$ cat src/rtl/product_accumulator_if.sv
// Handshake bundle between the multiplier-side producer, the accumulator and the result consumer.
// master drives jobs and products; slave is the accumulator.
interface product_accumulator_if #(
  parameter int ACC_W = 24,
  parameter int CNT_W = 8
);
  logic             start;
  logic [CNT_W-1:0] len;
  logic             in_valid;
  logic             in_ready;
  logic [15:0]      product;
  logic             out_valid;
  logic             out_ready;
  logic [ACC_W-1:0] result;
  logic             overflow;
  logic             busy;

  modport master (
    output start, len, in_valid, product, out_ready,
    input  in_ready, out_valid, result, overflow, busy
  );

  modport slave (
    input  start, len, in_valid, product, out_ready,
    output in_ready, out_valid, result, overflow, busy
  );
endinterface

$ cat src/rtl/product_accumulator.sv
// Sums a programmed number of 16-bit products into an ACC_W-bit total and emits one result beat.
// Optional macro PRODUCT_ACC_SAT_EN: clamp the accumulator on carry instead of wrapping.
module product_accumulator #(
  parameter int ACC_W = 24,
  parameter int CNT_W = 8
) (
  input logic                 clk,
  input logic                 rst,
  product_accumulator_if.slave bus
);

  localparam int SUM_W = ACC_W + 1;
  localparam logic [CNT_W-1:0] CNT_ONE = {{(CNT_W-1){1'b0}}, 1'b1};

  typedef enum logic [1:0] {
    IDLE  = 2'd0,
    ACCUM = 2'd1,
    HOLD  = 2'd2
  } state_t;

  // Returns {carry, new accumulator value}; the carry is kept even when clamping.
  function automatic logic [ACC_W:0] acc_add(input logic [ACC_W-1:0] a, input logic [15:0] p);
    logic [ACC_W:0] sum;
    sum = {1'b0, a} + SUM_W'(p);
`ifdef PRODUCT_ACC_SAT_EN
    sum[ACC_W-1:0] = sum[ACC_W] ? {ACC_W{1'b1}} : sum[ACC_W-1:0];
`endif
    return sum;
  endfunction

  state_t           state;
  state_t           state_next;
  logic [ACC_W-1:0] acc;
  logic [ACC_W-1:0] acc_next;
  logic [CNT_W-1:0] remaining;
  logic [CNT_W-1:0] remaining_next;
  logic             overflow;
  logic             overflow_next;
  logic [ACC_W:0]   sum;
  logic             in_ready;
  logic             out_valid;
  logic             busy;

  // State register and datapath registers; flags are registered from the next state.
  always_ff @(posedge clk or posedge rst) begin
    if (rst) begin
      state     <= IDLE;
      acc       <= {ACC_W{1'b0}};
      remaining <= {CNT_W{1'b0}};
      overflow  <= 1'b0;
      in_ready  <= 1'b0;
      out_valid <= 1'b0;
      busy      <= 1'b0;
    end else begin
      state     <= state_next;
      acc       <= acc_next;
      remaining <= remaining_next;
      overflow  <= overflow_next;
      in_ready  <= (state_next == ACCUM);
      out_valid <= (state_next == HOLD);
      busy      <= (state_next != IDLE);
    end
  end

  // Next-state and datapath update; in ACCUM in_ready is always high so in_valid alone transfers.
  always_comb begin
    state_next     = state;
    acc_next       = acc;
    remaining_next = remaining;
    overflow_next  = overflow;
    sum            = acc_add(acc, bus.product);
    case (state)
      IDLE: begin
        if (bus.start) begin
          acc_next       = {ACC_W{1'b0}};
          overflow_next  = 1'b0;
          remaining_next = bus.len;
          if (bus.len == {CNT_W{1'b0}}) begin
            state_next = HOLD;
          end else begin
            state_next = ACCUM;
          end
        end else begin
          state_next = IDLE;
        end
      end
      ACCUM: begin
        if (bus.in_valid) begin
          acc_next       = sum[ACC_W-1:0];
          overflow_next  = overflow | sum[ACC_W];
          remaining_next = remaining - CNT_ONE;
          if (remaining == CNT_ONE) begin
            state_next = HOLD;
          end else begin
            state_next = ACCUM;
          end
        end else begin
          state_next = ACCUM;
        end
      end
      HOLD: begin
        if (bus.out_ready) begin
          state_next = IDLE;
        end else begin
          state_next = HOLD;
        end
      end
      default: begin
        state_next = IDLE;
      end
    endcase
  end

  assign bus.in_ready  = in_ready;
  assign bus.out_valid = out_valid;
  assign bus.busy      = busy;
  assign bus.result    = acc;
  assign bus.overflow  = overflow;

endmodule

$ cat src/flat_wrapper.sv
// flat-port wrapper written by rule: the top's interface ports become plain ports
module product_accumulator_flat 
#(
  parameter int ACC_W = 24,
  parameter int CNT_W = 8
)
  (clk, rst, bus_start, bus_len, bus_in_valid, bus_product, bus_out_ready, bus_in_ready, bus_out_valid, bus_result, bus_overflow, bus_busy);
  product_accumulator_if #(.ACC_W(ACC_W), .CNT_W(CNT_W)) bus_i ();
  input logic clk;
  input logic rst;
  input wire logic [$bits(bus_i.start)-1:0] bus_start;
  input wire logic [$bits(bus_i.len)-1:0] bus_len;
  input wire logic [$bits(bus_i.in_valid)-1:0] bus_in_valid;
  input wire logic [$bits(bus_i.product)-1:0] bus_product;
  input wire logic [$bits(bus_i.out_ready)-1:0] bus_out_ready;
  output wire logic [$bits(bus_i.in_ready)-1:0] bus_in_ready;
  output wire logic [$bits(bus_i.out_valid)-1:0] bus_out_valid;
  output wire logic [$bits(bus_i.result)-1:0] bus_result;
  output wire logic [$bits(bus_i.overflow)-1:0] bus_overflow;
  output wire logic [$bits(bus_i.busy)-1:0] bus_busy;
  assign bus_i.start = bus_start;
  assign bus_i.len = bus_len;
  assign bus_i.in_valid = bus_in_valid;
  assign bus_i.product = bus_product;
  assign bus_i.out_ready = bus_out_ready;
  assign bus_in_ready = bus_i.in_ready;
  assign bus_out_valid = bus_i.out_valid;
  assign bus_result = bus_i.result;
  assign bus_overflow = bus_i.overflow;
  assign bus_busy = bus_i.busy;
  product_accumulator #(.ACC_W(ACC_W), .CNT_W(CNT_W)) u_core (.clk(clk), .rst(rst), .bus(bus_i));
endmodule
$ cat config.mk
export PLATFORM = sky130hd
export DESIGN_NAME = product_accumulator_flat
export DESIGN_NICKNAME = d
export VERILOG_FILES = /design/src/rtl/product_accumulator_if.sv /design/src/rtl/product_accumulator.sv /design/src/flat_wrapper.sv
export SDC_FILE = /design/constraint.sdc
export NUM_CORES = 1
export LEC_CHECK = 0
export ABC_AREA = 1
export ABC_CLOCK_PERIOD_IN_PS = 5600
export CORE_MARGIN = 2
export CORE_UTILIZATION = 43
export CTS_BUF_LIST = sky130_fd_sc_hd__clkbuf_4 sky130_fd_sc_hd__clkbuf_8
export DETAILED_ROUTE_END_ITERATION = 7
export GPL_ROUTABILITY_DRIVEN = 0
export PLACE_DENSITY = 0.78
export SYNTH_ARGS = -nofsm -noshare
export SYNTH_HDL_FRONTEND = slang
export SYNTH_SLANG_ARGS = --single-unit
$ cat constraint.sdc
create_clock -name clk -period 5.6 [get_ports clk]
set_clock_uncertainty 0.05 [all_clocks]
set_input_delay 1.4 -clock clk [delete_from_list [all_inputs] [get_ports clk]]
set_output_delay 1.4 -clock clk [all_outputs]
set_load 0.02 [all_outputs]
==> flow_summary.json <==
{
  "cts_setup_buffers": 0,
  "synth_area_per_cell_um2": 6.65,
  "max_freq_mhz": 320,
  "gr-usage-met2_pct": 34.0,
  "detailed_place_hpwl_um": 5470,
  "status": "finished, final reports clean",
  "gr-usage-met1_pct": 28.7,
  "hold_buffers": 0,
  "grt_usage_pct": 20.9,
  "use_met3_pct": 3.43,
  "grt_max_degree": 39,
  "syn2layout_area_growth_pct": 24.7,
  "required_ns": 5.74,
  "cp-end-kind": "flip-flop",
  "grt_pass1_wl_um": 12600,
  "cts_buffers": 5,
  "h-tree-depth": 2,
  "setup_violations": 0,
  "yosysTopAreaCellShare_pct": 32.7,
  "vias": 2961,
  "synth_top_family_by_area": "simple AND/OR/NAND/NOR gates",
  "ys_ff_latch": 38,
  "synthesis.area_um2": 2910,
  "io_pins": 57,
  "rows": 29,
  "worst_hold_path_type": "reg -> reg",
  "clk_latency_ns": 0.29,
  "layout-drive-gt1-share_pct": 6.04,
  "synth_nets": 486,
  "grt_pass1_vias": 2823,
  "post_drt_wl_per_cell_um": 12.6,
  "synth_simple_gate_area_share_pct": 35.8,
  "routed_wl_um": 7220,
  "cts.root.buffer_cell": "clkbuf_8",
  "synthCells": 438,
  "fp.dieW_um": 86.3,
  "cellLeakagePower_uw": 0.00183,
  "finalCritPeriodShare_pct": 55.8,
  "fin_nets": 544,
  "firstDrtPassIters": 5,
  "grt_antenna_before_repair": 0,
  "slew_headroom_pct": 66.8,
  "yosysTopAreaCell": "dfrtp_1",
  "cts_sinks": 38,
  "cp_max_fo": 4,
  "muxShareOfSynthArea_pct": 0,
  "start_util_pct": 45.1,
  "crit_type": "in -> reg",
  "yosysUniqueCellTypes": 37,
  "hold_violations": 0,
  "grt_setup_unrepaired": "false",
  "dieArea_um2": 7450,
  "setup_tns_ns": 0,
  "synth_fa_ha_area_share_pct": 8.42,
  "fin_crit_ns": 3.12,
  "vias_per_cell": 5.16,
  "core_area_um2": 6460,
  "synth_compound_gate_area_share_pct": 13.9,
  "overflow": 0,
  "synth_xor_area_share_pct": 0.602,
  "ys_warn_count": 0,
  "cts_tree": "built",
  "postCtsResizedCells": 0,
  "drv_slew": 0,
  "clk_path_buf_depth": 2,
  "synth_area_leaders": "dfrtp_1 33%, nand2_1 19%, ha_1 7.7%, inv_1 6.8%, nor2_1 6.6%",
  "maxCapViolCount": 0,
  "drc": 0,
  "irDropWorstVdd_v": 0.000281,
  "antennaDiodeCount": 0,
  "portBuffers": 56,
  "ant_nets": 0,
  "power_uw": 1930,
  "cts.clk_slew.worst_paths_ns": 0.08,
  "seq_area_frac_synth_pct": 32.7,
  "tightest_slew_ns": 0.498,
  "arrival_ns": 3.26,
  "fin_util_pct": 56.2,
  "cp-start-kind": "input pin",
  "die_h_um": 86.3,
  "busiest_layer": "met2",
  "powerDensity_nw_per_um2": 530,
  "dr.first_iter.drc_count": 210
}
## placed cells by master, fill, tap and decap left out, types with 2 or more instances in the layout
master / count
a21oi_2: 2
nand3_2: 2
o21ai_1: 8
nor3_1: 8
nand4_1: 3
dfrtp_1: 38
a22o_1: 2
a21boi_0: 2
or2_2: 2
nand2_1: 146
nand3_1: 19
o21ai_0: 20
o211ai_1: 2
or2_1: 2
clkdlybuf4s50_1: 56
a21oi_1: 24
inv_2: 3
inv_1: 53
clkbuf_8: 6
nand2_2: 8
ha_1: 18
o22ai_1: 6
nor2_1: 51
## cells by family after synthesis
family	count (synthesis)
buffers and inverters	62
AND/OR/NAND/NOR	246
XOR/XNOR	2
flip-flops	38
AO/OA/AOI/OAI	71
adder cells (fa/ha/maj)	19
## synthesized netlist by cell type
master    instances
a21oi_1          24
o21ai_0          20
fa_1              1
nand2_1         146
nand2_2           8
o22ai_1           6
o211ai_1          2
nor2_1           51
o21ai_1           8
nor3_1            8
nand4_1           3
nand3_1          19
nor3_2            1
inv_1            53
a22o_1            2
nand2_4           1
a21oi_2           2
xnor2_1           1
nor2_8            1
nor2_2            1
buf_6             1
a21boi_0          2
dfrtp_1          38
buf_4             2
o311ai_1          1
nand3_2           2
a21boi_1          1
xor2_1            1
a31oi_1           1
o311ai_0          1
a32o_1            1
and2_1            1
or2_1             2
or2_2             2
buf_2             3
ha_1             18
inv_2             3
## cell type report
cell class	instances	area, um^2
clock buffers	6	82.6
clock inverters	2	12.5
fillers	623	2830
inverters	56	210
multi-input cells	338	1710
flip-flops and latches	38	951
well taps	77	96.3
repair buffers	57	568
## report_power, final
| group | total, uW | internal (uW) | switching [uW] |
|---|---|---|---|
| combinational | 1230 | 471 | 756 |
| sequential | 496 | 394 | 102 |
| clock | 203 | 99.1 | 104 |
## through the flow
stage | hold WS (ns) | worst slack (ns) | cells | instance area, um^2
CTS | 0.463 | 2.48 | 574 | 3630
global route | 0.490 | 2.29 | 574 | 3630
global placement | 0.423 | 2.25 | 566 | 3530
detailed placement | 0.430 | 2.18 | 566 | 3530
finish | 0.464 | 2.48 | 574 | 3630
floorplan | 0.400 | 2.77 | 438 | 2910
## worst paths after layout
kind	startpoint	to	slack, ns	cells past startpoint
worst max-delay path	bus_product[0]	u_core.bus.result[16]$_DFFE_PP0P_	2.48	13
worst min-delay path	u_core.remaining[5]$_DFFE_PP0P_	u_core.remaining[5]$_DFFE_PP0P_	0.46	2
worst max register to register	u_core.state[1]$_DFF_PP0_	u_core.bus.result[21]$_DFFE_PP0P_	3.51	8
worst min register to register	u_core.remaining[5]$_DFFE_PP0P_	u_core.remaining[5]$_DFFE_PP0P_	0.46	2
max in group asynchronous	rst	u_core.remaining[0]$_DFFE_PP0P_	3.68	3
min in group asynchronous	rst	u_core.bus.result[5]$_DFFE_PP0P_	1.46	3
## layer usage
metal	vias up	part of all wire (%)
li1	1519	-
met1	1352	48
met2	78	46
met3	12	4.9
met4	0	1.8
met5	-	0
## sequential cells by signal (all words and copies together), names as in the netlist
name                  flops
u_core.bus.result        24
u_core.remaining          8
u_core.state              2
u_core.bus.busy           1
u_core.bus.in_ready       1
u_core.bus.out_valid      1
u_core.bus.overflow       1
## worst max-delay path: stages
cell	delay, ns
clkdlybuf4s50_1	0.41
ha_1	0.21
fa_1	0.43
nand3_1	0.09
nand3_1	0.14
nand2_1	0.11
nand2_2	0.08
nand2_1	0.08
nand2_2	0.07
nand2_1	0.08
nand2_1	0.06
nand2_1	0.06
nor2_1	0.05
Power figures use the tool's default switching activity.
